$ cat config.mk
export PLATFORM = sky130hd
export DESIGN_NAME = oram_req_sequencer
export DESIGN_NICKNAME = d
export VERILOG_FILES = /design/src/rtl/oram_req_sequencer.sv
export SDC_FILE = /design/constraint.sdc
export NUM_CORES = 2
export LEC_CHECK = 0
export ABC_AREA = 0
export CORE_AREA = 2 2 486 488
export DETAILED_ROUTE_END_ITERATION = 7
export DIE_AREA = 0 0 488 490
export HOLD_SLACK_MARGIN = 0.08
export SETUP_SLACK_MARGIN = 0.02
export SLEW_MARGIN = 30
export SYNTH_ARGS = -nofsm -noshare
export SYNTH_HDL_FRONTEND = slang
export SYNTH_SLANG_ARGS = --single-unit
$ cat constraint.sdc
create_clock -name Clock -period 88.9 [get_ports Clock]
set_clock_uncertainty 0.05 [all_clocks]
set_input_delay 13.335 -clock Clock [delete_from_list [all_inputs] [get_ports Clock]]
set_output_delay 13.335 -clock Clock [all_outputs]
set_load 0.05 [all_outputs]
$ cat src/rtl/oram_req_sequencer.sv
// oram_req_sequencer: serial front-end that gathers store beats into an ORAM block, issues one command per request and scatters load blocks back into beats
module oram_req_sequencer #(
    parameter int NetworkWidth = 64,
    parameter int ORAMB = 512,
    parameter int ORAMU = 32,
    parameter int BECMDWidth = 3,
    parameter logic [BECMDWidth-1:0] CMD_WRITE = 3'd0,
    parameter logic [BECMDWidth-1:0] CMD_READ = 3'd2
) (
    input  logic                    Clock,
    input  logic                    Reset,
    input  logic [ORAMU-1:0]        ReqAddr,
    input  logic                    ReqWrite,
    input  logic                    ReqValid,
    output logic                    ReqReady,
    input  logic [NetworkWidth-1:0] WrData,
    input  logic                    WrValid,
    output logic                    WrReady,
    output logic [NetworkWidth-1:0] RdData,
    output logic                    RdValid,
    input  logic                    RdReady,
    output logic [BECMDWidth-1:0]   Cmd,
    output logic [ORAMU-1:0]        PAddr,
    output logic                    CmdValid,
    input  logic                    CmdReady,
    output logic [ORAMB-1:0]        InDataStore,
    output logic                    InDataValid,
    input  logic                    InDataReady,
    input  logic [ORAMB-1:0]        OutDataLoad,
    input  logic                    OutDataValid,
    output logic                    OutDataReady,
    output logic [31:0]             AccessCount
);
    localparam int BEATS = ORAMB / NetworkWidth;
    localparam int CW = BEATS > 1 ? $clog2(BEATS) : 1;
    localparam logic [CW-1:0] LastBeat = CW'(BEATS - 1);

    typedef enum logic [2:0] {IDLE, GATHER, CMD, WDATA, RWAIT, SCATTER} stateT;

    stateT state, nextState;
    logic [CW-1:0] beatCnt;
    logic [ORAMB-1:0] loadBuf;
    logic isWrite;
    logic reqFire, wrFire, cmdFire, inFire, outFire, rdFire, lastBeat;

    assign reqFire = ReqValid & ReqReady;
    assign wrFire = WrValid & WrReady;
    assign cmdFire = CmdValid & CmdReady;
    assign inFire = InDataValid & InDataReady;
    assign outFire = OutDataValid & OutDataReady;
    assign rdFire = RdValid & RdReady;
    assign lastBeat = beatCnt == LastBeat;

    // Next-state: each phase advances only on its own handshake, so stalls simply hold
    always_comb begin
        nextState = state;
        case (state)
            IDLE:    if (reqFire) nextState = ReqWrite ? GATHER : CMD;
            GATHER:  if (wrFire && lastBeat) nextState = CMD;
            CMD:     if (cmdFire) nextState = isWrite ? WDATA : RWAIT;
            WDATA:   if (inFire) nextState = IDLE;
            RWAIT:   if (outFire) nextState = SCATTER;
            SCATTER: if (rdFire && lastBeat) nextState = IDLE;
            default: nextState = IDLE;
        endcase
    end

    // State register and handshake flags, registered from the next state so no input reaches an output combinationally
    always_ff @(posedge Clock or posedge Reset) begin
        if (Reset) begin
            state <= IDLE;
            ReqReady <= 1'b0;
            WrReady <= 1'b0;
            CmdValid <= 1'b0;
            InDataValid <= 1'b0;
            OutDataReady <= 1'b0;
            RdValid <= 1'b0;
        end else begin
            state <= nextState;
            ReqReady <= nextState == IDLE;
            WrReady <= nextState == GATHER;
            CmdValid <= nextState == CMD;
            InDataValid <= nextState == WDATA;
            OutDataReady <= nextState == RWAIT;
            RdValid <= nextState == SCATTER;
        end
    end

    // Datapath: request latch, beat gather/scatter with a shared beat counter, completion counter
    always_ff @(posedge Clock or posedge Reset) begin
        if (Reset) begin
            beatCnt <= '0;
            isWrite <= 1'b0;
            Cmd <= '0;
            PAddr <= '0;
            InDataStore <= '0;
            loadBuf <= '0;
            RdData <= '0;
            AccessCount <= '0;
        end else begin
            if (reqFire) begin
                isWrite <= ReqWrite;
                Cmd <= ReqWrite ? CMD_WRITE : CMD_READ;
                PAddr <= ReqAddr;
                beatCnt <= '0;
            end
            if (wrFire) begin
                InDataStore[beatCnt*NetworkWidth +: NetworkWidth] <= WrData;
                beatCnt <= lastBeat ? '0 : CW'(beatCnt + 1'b1);
            end
            if (outFire) begin
                loadBuf <= OutDataLoad;
                RdData <= OutDataLoad[NetworkWidth-1:0];
                beatCnt <= '0;
            end
            if (rdFire) begin
                beatCnt <= lastBeat ? '0 : CW'(beatCnt + 1'b1);
                if (!lastBeat) RdData <= loadBuf[CW'(beatCnt + 1'b1)*NetworkWidth +: NetworkWidth];
            end
            if (inFire || (rdFire && lastBeat)) AccessCount <= AccessCount + 32'd1;
        end
    end
endmodule
==> flow_metrics.tcl <==
set metrics [dict create \
    clock_path_buffers 3 \
    cp_cell_sequence "clkdlybuf4s50_1 -> nand2_4 -> buf_4 -> buf_4 -> buf_4 -> buf_4 -> nand2_1 -> a31oi_1" \
    rsz0062_at_grt "no" \
    grt_max_degree 170 \
    detailed_place_hpwl_um 153000 \
    dpl_cell_area_mm2 0.0649 \
    p_leak_nw 32.5 \
    die_w_um 488 \
    synth_compound_area_share_pct 3.62 \
    cts_inserted_buffers 138 \
    crit_family "buffers and inverters" \
    hold_buffers 0 \
    postLayoutCoreUtil_pct 29.8 \
    grt_overflow 0 \
    drc 0 \
    instances_no_fill 8982 \
    max_freq_mhz 57.7 \
    clkTransAtPathRegs_ns 0.06 \
    clk_latency_ns 0.76 \
    vias_per_cell 4.30 \
    fin_ws_ns 71.57 \
    syn2layout_area_growth_pct 42.8 \
    yosysUniqueCellTypes 47 \
    r2r-start "beatCnt[0]$_DFFE_PP0P_" \
    vdd_drop_max_mv 0.0247 \
    holdWs_ns 0.416 \
    status "completed" \
    synthMuxAreaShare_pct 14.8 \
    synth_area_per_cell_um2 10.8 \
    min_path_type "flop to flop" \
    routabilityCongestion 0.877 \
    row_count 178 \
    p_int_mw 1.40 \
    wl_um 204000 \
    post-cts-setup-buffers 0 \
    crit_path_max_incr_delay_ns 0.78 \
    p_seq_share_pct 35.0 \
    pre_cts_ws_ns 70.89 \
    swShare_pct 40.5 \
    grt_pass1_vias 39500 \
    holdPathStages 2 \
    setup_tns_ns 0 \
    regToRegSetupSlack_ns 83.83 \
    layout-drive-gt1-share_pct 14.1 \
    numPortBuffers 1263 \
    core_area_mm2 0.234 \
    crit_buf_inv 5 \
    cts_resized 0 \
    slew_viol_final 0 \
    finalNetCount 6314 \
    r2r_end "RdData[54]$_DFF_PP0_" \
    die_area_mm2 0.239 \
    hold_start "loadBuf[451]$_DFFE_PP0P_" \
    finalPower_mw 2.35 \
    vias 38600 \
    power.switching_uw 953 \
    period_share_pct 19.5 \
    tightest_slew_ns 0.940 \
    synth_top_area_cell "dfrtp_1" \
    critPathCaptureType "flop" \
    fp.dieH_um 490 \
    antenna_found_initial 72 \
    crit_required_ns 89.53 \
    setup_violations 0 \
    dp_cells 8697 \
    track_usage_pct 16.6 \
    critPathKind "input pin to flop" \
    p_comb_share_pct 39.9 \
    drt-pass1-iter-count 7 \
    tritoncts "built" \
    slowest_stage "buf_4" \
    synth_adder_area_share_pct 0.179 \
    synth_xor_area_share_pct 0.556 \
    initial_core_util_pct 20.9 \
    hold_viol 0 \
    share_clk_of_total_power_pct 25.1 \
    design_area_mm2 0.0698 \
    ys_ff_latch 1166 \
    reg2reg_depth 8 \
    yosys.area_share.simple_pct 17.4 \
    ys_warn_count 0 \
    grt_pass1_wl_um 290000 \
    synth_top_area_share_pct 59.7 \
    synthCells 4514 \
    ys_top_cells_by_area "dfrtp_1 60%, nand2_1 12%, mux2_2 8.8%" \
    crit_path_start_kind "input pin" \
    htree_levels 4 \
    crit_arrival_ns 17.96 \
    postRouteAntennaNets 0 \
    syn_area_mm2 0.0489 \
    synth_top_family_by_area "simple AND/OR/NAND/NOR gates" \
    min_period_ns 17.33 \
    power_density_mw_per_mm2 33.7 \
    clock_sinks 1166 \
    drtIter0Drc 3274 \
    min_to "loadBuf[451]$_DFFE_PP0P_" \
    maxCapViolCount 0 \
    cp_max_fo 85 \
    path_common_cell "buf_4" \
    ys_seq_area_share_pct 59.7 \
    cts-root-buf "clkbuf_16" \
    routedWlPerCell_um 22.8 \
    ios 1266 \
    relSlewSlack_pct 37.3 \
]
-- sequential cells by signal, summed over array words and instances (netlist names) --
name	flops
InDataStore	512
loadBuf	512
RdData	64
AccessCount	32
PAddr	32
beatCnt	3
state	3
CmdValid	1
Cmd	1
InDataValid	1
OutDataReady	1
RdValid	1
ReqReady	1
WrReady	1
isWrite	1
-- cell type report --
| class | count | area [um2] |
|---|---|---|
| fill | 24000 | 164000 |
| sequential | 1166 | 29200 |
| multi-input combinational | 2893 | 18000 |
| timing repair buffer | 1324 | 13200 |
| clock buffer | 201 | 4020 |
| tap | 3150 | 3940 |
| clock inverter | 49 | 697 |
| inverter | 167 | 634 |
| antenna | 32 | 80.1 |
-- tightest hold or removal path: stages, from the launching register on --
cell and delay [ns]:
dfrtp_1 0.33, nand2_1 0.05, nand2_1 0.05
-- Yosys cell counts (all sizes together) --
library cell	n
mux2	386
nor4bb	1
mux4	128
inv	167
o31ai	1
a22o	1
ha	7
buf	57
nor3	12
o211ai	1
a21oi	1
a21o	1
o21ai	163
dfrtp	1166
and3	57
o2111ai	1
nand4	15
nand3b	2
conb	1
a221o	1
xor2	6
nand2	1619
a32o	1
a32oi	1
or2	1
nor4b	2
nor4	3
and2	68
or3	1
clkbuf	232
nand4b	1
a31oi	64
nor2b	66
xnor2	25
a211oi	64
and4	5
nand3	175
nor2	7
nor3b	1
nand2b	3
-- per-layer routing --
layer  routed length, um  vias to the layer above  global-route usage [%]
li1                    -                    17300                       -
met1               78300                    19400                    19.4
met2              100000                     1568                    28.2
met3               18000                      297                    5.29
met4                7540                       48                    6.69
met5                 310                        -                       0
-- kinds of logic (layout without fill, tap and decap cells) --
logic type,count (synthesis),in the layout
AOI/OAI and AO/OA,300,300
xor gates and xnor gates,31,31
adders and majority gates,7,7
buffers and inverters,456,1741
DFF,1166,1166
muxes,514,514
other,1,34
and+or+nand+nor,2039,2039
-- power groups by stage --
stage	combinational [mW]	clock, mW	sequential (mW)
6_report	0.939	0.590	0.823
3_3_place_gp	0.944	0	0.822
5_1_grt	1.00	0.628	0.843
3_5_place_dp	0.950	0	0.830
4_1_cts	0.954	0.606	0.823
2_1_floorplan	0.322	0	1.08
-- cell usage in the layout, fill, tap and decap left out, types with 11 or more instances in the layout --
master / n
nand2_1: 1618
clkdlybuf4s50_1: 1257
dfrtp_1: 1165
mux2_2: 382
nand3_1: 174
inv_1: 166
o21ai_0: 163
clkbuf_16: 141
mux4_2: 128
and2_1: 66
nor2b_1: 66
a211oi_1: 64
a31oi_1: 64
and3_1: 57
buf_4: 48
clkbuf_1: 33
diode_2: 32
clkbuf_8: 27
xnor2_1: 25
nand4_1: 15
clkinv_2: 15
bufinv_16: 11
-- worst max path at each step --
stage / from / endpoint / slack, ns / cells past startpoint
5_1_grt: OutDataValid / RdData[31]$_DFF_PP0_ / 71.33 / 8
4_1_cts: OutDataValid / RdData[44]$_DFF_PP0_ / 71.75 / 8
3_5_place_dp: OutDataValid / RdData[39]$_DFF_PP0_ / 70.89 / 8
2_1_floorplan: Reset / AccessCount[0]$_DFFE_PP0P_ / 42.67 / 1
3_3_place_gp: OutDataValid / RdData[31]$_DFF_PP0_ / 70.93 / 8
6_report: OutDataValid / RdData[31]$_DFF_PP0_ / 71.57 / 8
Note: power is estimated with default switching activity, not from simulation.
